==> config.mk <==
export PLATFORM = sky130hd
export DESIGN_NAME = riscv_csr_dbg_bridge
export DESIGN_NICKNAME = d
export VERILOG_FILES = /design/src/rtl/riscv_csr_dbg_bridge.sv
export SDC_FILE = /design/constraint.sdc
export NUM_CORES = 1
export LEC_CHECK = 0
export ABC_AREA = 1
export BUFFER_PORTS_ARGS = -buffer_cell sky130_fd_sc_hd__buf_2
export CORE_MARGIN = 2
export CORE_UTILIZATION = 35
export CTS_CLUSTER_DIAMETER = 100
export DETAILED_ROUTE_END_ITERATION = 12
export PLACE_DENSITY = 0.65
export SYNTH_ARGS = -nofsm -noshare
export SYNTH_HDL_FRONTEND = slang
export SYNTH_SLANG_ARGS = --single-unit
==> constraint.sdc <==
create_clock -name clk -period 1.8 [get_ports clk]
set_input_delay 0.36 -clock clk [delete_from_list [all_inputs] [get_ports clk]]
set_output_delay 0.36 -clock clk [all_outputs]
set_load 0.005 [all_outputs]
==> src/rtl/riscv_csr_dbg_bridge.sv <==
// riscv_csr_dbg_bridge: debug-side initiator for the core CSR port.
// Halts the core, performs one CSR access, returns the pre-access value.
//
// Ports:
//   clk, rst        clock, synchronous active-high reset
//   dbg_req_i/gnt_o request handshake (gnt only in IDLE)
//   dbg_addr_i      CSR address, dbg_wdata_i operand, dbg_op_i CSR op
//   dbg_rvalid_o    one-cycle response strobe with dbg_rdata_o / dbg_err_o
//   core_halt_req_o halt request, core_halted_i halt acknowledge
//   csr_access_o    CSR strobe with csr_addr_o / csr_wdata_o / csr_op_o
//   csr_rdata_i     combinational CSR read data
//   dbg_unlock_i    TPR/TCR write unlock (only with DIFT_CSR_GUARD_EN)
//
// Optional feature macro: DIFT_CSR_GUARD_EN (TPR/TCR write guard).

module riscv_csr_dbg_bridge #(
    parameter int unsigned TIMEOUT_CYCLES = 255
) (
    input  logic        clk,
    input  logic        rst,
    input  logic        dbg_req_i,
    output logic        dbg_gnt_o,
    input  logic [11:0] dbg_addr_i,
    input  logic [31:0] dbg_wdata_i,
    input  logic [1:0]  dbg_op_i,
`ifdef DIFT_CSR_GUARD_EN
    input  logic        dbg_unlock_i,
`endif
    output logic        dbg_rvalid_o,
    output logic [31:0] dbg_rdata_o,
    output logic        dbg_err_o,
    output logic        core_halt_req_o,
    input  logic        core_halted_i,
    output logic        csr_access_o,
    output logic [11:0] csr_addr_o,
    output logic [31:0] csr_wdata_o,
    output logic [1:0]  csr_op_o,
    input  logic [31:0] csr_rdata_i
);

    localparam logic [1:0] CSR_OP_NONE = 2'b00;

    localparam int CW = $clog2(TIMEOUT_CYCLES + 1);
    localparam logic [CW-1:0] TMO = CW'(TIMEOUT_CYCLES);

    typedef enum logic [1:0] {
        S_IDLE,
        S_HALT,
        S_ACCESS,
        S_RESP
    } state_t;

    state_t      state_q,  state_d;
    logic [CW-1:0] cnt_q,  cnt_d;
    logic [11:0] addr_q,   addr_d;
    logic [31:0] wdata_q,  wdata_d;
    logic [1:0]  op_q,     op_d;
    logic        rej_q,    rej_d;
    logic [31:0] rdata_q,  rdata_d;
    logic        err_q,    err_d;
    logic        gnt_q,    gnt_d;
    logic        halt_q,   halt_d;
    logic        acc_q,    acc_d;
    logic        rvalid_q, rvalid_d;
    logic [1:0]  csr_op_q, csr_op_d;

    logic        guard_hit;
    logic        rej_in;

`ifdef DIFT_CSR_GUARD_EN
    assign guard_hit = !dbg_unlock_i &&
                       ((dbg_addr_i == 12'h700) || (dbg_addr_i == 12'h701));
`else
    assign guard_hit = 1'b0;
`endif

    // Rejected requests still perform the access, but as a pure read.
    assign rej_in = (dbg_op_i != CSR_OP_NONE) &&
                    ((dbg_addr_i[11:10] == 2'b11) || guard_hit);

    always_comb begin
        state_d = state_q;
        cnt_d   = cnt_q;
        addr_d  = addr_q;
        wdata_d = wdata_q;
        op_d    = op_q;
        rej_d   = rej_q;
        rdata_d = rdata_q;
        err_d   = err_q;

        unique case (state_q)
            S_IDLE: begin
                if (dbg_req_i && gnt_q) begin
                    addr_d  = dbg_addr_i;
                    wdata_d = dbg_wdata_i;
                    op_d    = dbg_op_i;
                    rej_d   = rej_in;
                    cnt_d   = '0;
                    state_d = S_HALT;
                end
            end
            S_HALT: begin
                if (core_halted_i) begin
                    state_d = S_ACCESS;
                end else if (cnt_q == TMO) begin
                    rdata_d = '0;
                    err_d   = 1'b1;
                    state_d = S_RESP;
                end else begin
                    cnt_d = cnt_q + 1'b1;
                end
            end
            S_ACCESS: begin
                rdata_d = csr_rdata_i;
                err_d   = rej_q;
                state_d = S_RESP;
            end
            S_RESP: begin
                state_d = S_IDLE;
            end
            default: begin
                state_d = S_IDLE;
            end
        endcase

        // Outputs are registered: derive them from the next state.
        gnt_d    = (state_d == S_IDLE);
        halt_d   = (state_d != S_IDLE);
        acc_d    = (state_d == S_ACCESS);
        rvalid_d = (state_d == S_RESP);
        csr_op_d = (acc_d && !rej_d) ? op_d : CSR_OP_NONE;
    end

    always_ff @(posedge clk) begin
        if (rst) begin
            state_q  <= S_IDLE;
            cnt_q    <= '0;
            addr_q   <= '0;
            wdata_q  <= '0;
            op_q     <= CSR_OP_NONE;
            rej_q    <= 1'b0;
            rdata_q  <= '0;
            err_q    <= 1'b0;
            gnt_q    <= 1'b1;
            halt_q   <= 1'b0;
            acc_q    <= 1'b0;
            rvalid_q <= 1'b0;
            csr_op_q <= CSR_OP_NONE;
        end else begin
            state_q  <= state_d;
            cnt_q    <= cnt_d;
            addr_q   <= addr_d;
            wdata_q  <= wdata_d;
            op_q     <= op_d;
            rej_q    <= rej_d;
            rdata_q  <= rdata_d;
            err_q    <= err_d;
            gnt_q    <= gnt_d;
            halt_q   <= halt_d;
            acc_q    <= acc_d;
            rvalid_q <= rvalid_d;
            csr_op_q <= csr_op_d;
        end
    end

    assign dbg_gnt_o       = gnt_q;
    assign dbg_rvalid_o    = rvalid_q;
    assign dbg_rdata_o     = rdata_q;
    assign dbg_err_o       = err_q;
    assign core_halt_req_o = halt_q;
    assign csr_access_o    = acc_q;
    assign csr_addr_o      = addr_q;
    assign csr_wdata_o     = wdata_q;
    assign csr_op_o        = csr_op_q;

endmodule

## Word-level counts from Yosys, hierarchy flattened

Cells that the tools add are included.

- Register bits: 96
- Output and inout port bits: 83
- Input bits: 82

- Equality and inequality tests: 11
- Bitwise logic cells: 1
- Mux-type cells: 18
- Reductions and logical operators: 14
- Add/subtract/negate cells: 1

Operators with widths:

| cell | number |
|---|---|
| 32-bit two-way mux | 2 |
| 32-bit case mux with 2 select lines | 1 |
| 8-bit two-way mux | 3 |
| 8-bit case mux with 2 select lines | 1 |
| 2-bit equality test (second input constant) | 5 |
| 2-bit two-way mux | 5 |
| 8-bit by 1-bit adder with 8-bit output (second input constant) | 1 |
| 8-bit equality test (second input constant) | 1 |
| 2-bit != test (second input constant) | 4 |
| 2-bit case mux with 4 select lines | 1 |
| 2-bit nonzero test | 4 |
| 2-bit logical NOT | 2 |
| 1-bit two-way mux | 4 |
| 4-bit AND reduction | 1 |
| 1-bit logical AND | 3 |
| 3-bit AND reduction | 1 |
| 2-bit by 1-bit equality test with 1-bit output (second input constant) | 1 |
| 1-bit case mux with 2 select lines | 1 |
| 2-bit AND reduction | 1 |
| 2-bit OR reduction | 1 |
| 1-bit logical NOT | 1 |
| 1-bit inverter | 1 |

## Logic depth before layout (Yosys ltp)

- Depth in word-level cells: 8
- Gate-level depth with buffers: 10

## Worst setup path after synthesis

No wires, ideal clock.

- Kind: register -> register
- From: register cnt_q[0]
- To: register rdata_q[27], in the netlist dbg_rdata_o[27]
- Path slack: 366 ps
- Stages on the path, launching flop included: 10
- Clock period less this slack: 1434 ps
- Arrival: 1300 ps
- Library setup time: 134 ps
- Path through: dfxtp_1 -> ha_1 -> nand3_1 -> nor2_2 -> nand2_2 -> nand2_2 -> nand2_4 -> buf_6 -> nand2_1 -> a21oi_1

- Cells in the longest elaborated chain, start to end: 3

Ends and longest elaborated chain:

| what | RTL line | text |
|---|---|---|
| start: declaration | 54 | `logic [CW-1:0] cnt_q, cnt_d;` |
| start signal: assignment | 151 | `cnt_q <= cnt_d;` |
| 8-bit equality test | 105 | `end else if (cnt_q == TMO) begin` |
| 2-bit != test (no source line) | - |  |
| 3-bit AND reduction (no source line) | - |  |
| end signal: assignment | 156 | `rdata_q <= rdata_d;` |
| end: declaration | 59 | `logic [31:0] rdata_q, rdata_d;` |

No other way between the ends.
A chain may end at the register's enable or synchronous reset.

## Final worst setup path

- From: register cnt_q[0]
- To: register rdata_q[16], in the netlist dbg_rdata_o[16]

Same word-level chain as after synthesis.

==> reports/results.ini <==
[outcome]
status = completed

[worst_setup_path]
required_ns = 2.02
cp.depth = 8
cpMostUsedCell = nand2_2
crit_type = flop to flop
critPathLaunch = cnt_q[0]$_SDFFE_PP0P_
cp_top_family = simple AND/OR/NAND/NOR gates
worst-r2r-setup-slack_ns = 0.19
critPathBufInv = 0
r2r_cells = 8
endpoint_kind = flop
critPathLaunchType = flop
r2r-start = cnt_q[0]$_SDFFE_PP0P_
crit_slowest_cell = dfxtp_1
critPathMaxFanout = 34
cp_cell_sequence = ha_1, nand3_1, nor2_2, nand2_2, nand2_2, nand2_8, nand2_1, a21oi_1
r2r-end = dbg_rdata_o[16]$_SDFFE_PP0P_
arrival_ns = 1.83
max_stage_delay_ns = 0.40

[power_and_ir_drop]
power_density_nw_per_um2 = 1055
intPower_mw = 3.560
clockPowerShare_pct = 31.8
sequentialPowerShare_pct = 49.7
power.total_mw = 4.914
netSwitchingPower_mw = 1.355
ir_worst_vdd_v = 0.0005234
p_leak_nw = 2.187
swShare_pct = 27.56
comb_power_share_pct = 18.5

[place]
dp_hpwl_microns = 6335
gp_congestion = 0.8044
portBuffers = 164
pre_cts_ws_ns = 0.1462
place_area_sq_um = 4420

[synthesis]
yosysSeqAreaShare_pct = 55.01
ys_seq_elements = 96
synth_cell_types = 24
syn_avg_cell_area_sq_um = 7.712
ys_top_cells_by_area = dfxtp_1 (55%), nor2_1 (12%), nand2_1 (9.6%)
post-synth-top-area-cell = dfxtp_1
yosys.area.top_type_share_pct = 55.01
syn_nets = 536
synth_warnings = 0
syn_area_sq_um = 3493
syn-instance-count = 453

[min_path]
holdCritStartpoint = csr_rdata_i[13]
whs_endpoint = dbg_rdata_o[13]$_SDFFE_PP0P_
holdCritPathClass = input port to flop
hold_path_depth = 3

[timing]
fin_skew_ns = 0.01137
hold_viol = 0
setup_tns_ns = 0
maxSlewViolCount = 0
finalCriticalPeriod_ns = 1.608
rsz0062_at_grt = false
setup_violations = 0
layout_setup_ws_ns = 0.1919
max_freq_mhz = 621.8
worst_pin_slew_ns = 0.4448
fin_crit_sh_pct = 89.34
slew_headroom_pct = 70.35
whs_ns = 0.2481

[clocking]
clk_pin_slew_ns = 0.10
cts_buffers = 9
cts_root_buf = clkbuf_8
postCtsHoldBufs = 0
cts_sinks = 96
tritoncts = yes
htreeDepth = 3
insertion_delay_ns = 0.35
clock_path_buffers = 2

[global_routing]
grt.total_usage_pct = 16.30
grt_max_degree = 44
antenna_found_initial = 0
grt_pass1_vias = 3147
overflow = 0
grt_first_pass_wirelength_microns = 14610

[layout]
diodes = 0
drive_gt1_share_pct = 32.74
design_area_sq_um = 4657
fin_nets = 692
area_growth_pct = 33.31
final_cell_mix = buf_2 (164), nor2_1 (109), dfxtp_1 (96)
fillCellCount = 1006
multi_input_area_sq_um = 1379
regArea_sq_um = 1922
final_common_cell = buf_2

[die]
die_area_sq_um = 10800
core_area_sq_um = 9729
rows = 36
die_h_microns = 103.9
boundaryPins = 165
start_util_pct = 35.91
die_x_microns = 103.9

[route]
viasPerCell = 4.506
route.detailed.wl_per_inst_microns = 11.67
drtAntennaViolNets = 0
totalWireLength_microns = 8720
met3_length_microns = 799
drt-initial-drc-count = 160
drc = 0
top_layer = met4
via_count = 3366
drtPass1Iterations = 4
wl_met1_microns = 3932
wl_met2_microns = 3863

[flow_run]
maxCapViolations = 0

==> final cells by class <==
type | count | share of cell area, %
clock buffers | 10 | 2.955
clock inverters | 6 | 1.934
inverters | 19 | 1.531
multi-input cells | 313 | 29.61
flip-flops and latches | 96 | 41.27
well taps | 133 | 3.573
repair buffers | 170 | 19.13
==> synthesized netlist by cell type <==
library cell	count
a21oi_1	39
a21oi_2	1
buf_1	1
buf_2	6
buf_4	1
buf_6	3
clkbuf_1	12
clkbuf_2	2
dfxtp_1	96
ha_1	1
inv_1	15
inv_2	4
mux2i_1	2
nand2_1	89
nand2_2	4
nand2_4	2
nand3_1	14
nand4_1	1
nor2_1	109
nor2_2	3
o2111ai_1	1
o21ai_0	44
o21ai_1	2
o21ai_2	1
==> power by group through the flow <==
stage          Combinational [mW]  Clock [mW]  Sequential, mW
3_5_place_dp                0.924           0            2.49
4_1_cts                     0.925        1.62            2.44
3_3_place_gp                0.909           0            2.48
5_1_grt                      1.04        1.71            2.47
6_report                    0.909        1.56            2.44
2_1_floorplan               0.498           0            2.51
==> worst max-delay path by stage <==
stage	to	slack, ns
after floorplan	dbg_rdata_o[27]$_SDFFE_PP0P_	0.37
after global placement	dbg_rdata_o[22]$_SDFFE_PP0P_	0.19
after detailed placement	dbg_rdata_o[16]$_SDFFE_PP0P_	0.15
after CTS	dbg_rdata_o[16]$_SDFFE_PP0P_	0.13
after global routing	dbg_rdata_o[10]$_SDFFE_PP0P_	0.03
final	dbg_rdata_o[16]$_SDFFE_PP0P_	0.19
==> worst min-delay path, stage by stage <==
cell	delay [ns]
buf_2	0.09
nand2_1	0.05
a21oi_1	0.05
==> kinds of logic (layout without fill, tap and decap cells) <==
group           after synthesis  count (layout)  synth area share [%]
compound gates               88              88                 12.93
fa+ha+maj                     1               1                0.3581
buf+inv                      44             205                 5.766
flops                        96              96                 55.01
mux                           2               2                0.5731
simple gates                222             222                 25.36
==> state kept, by name (all words and copies together) (netlist names), 2 cells and up <==
signal,flops
csr_wdata_o,32
dbg_rdata_o,32
csr_addr_o,12
cnt_q,8
csr_op_o,2
op_q,2
state_q,2
==> metal layers <==
metal / global-route usage (%) / vias up
met5: 0 / -
met4: 5.792 / 0
met3: 5.326 / 12
met2: 26.79 / 134
met1: 20.02 / 1478
li1: - / 1742
==> per-stage QoR <==
stage,utilization [%],cells
global route,47.87,747
detailed placement,45.43,731
CTS,47.78,747
global placement,45.43,731
finish,47.87,747
floorplan,-,453
==> repair_timing <==
| action | in CTS | in global routing |
|---|---|---|
| hold endpoints to repair | 0 | 0 |
| setup endpoints to repair | 0 | 16 |
| setup buffers | 0 | 0 |
| gates resized for setup | 0 | 1 |
Power figures use the tool's default switching activity.
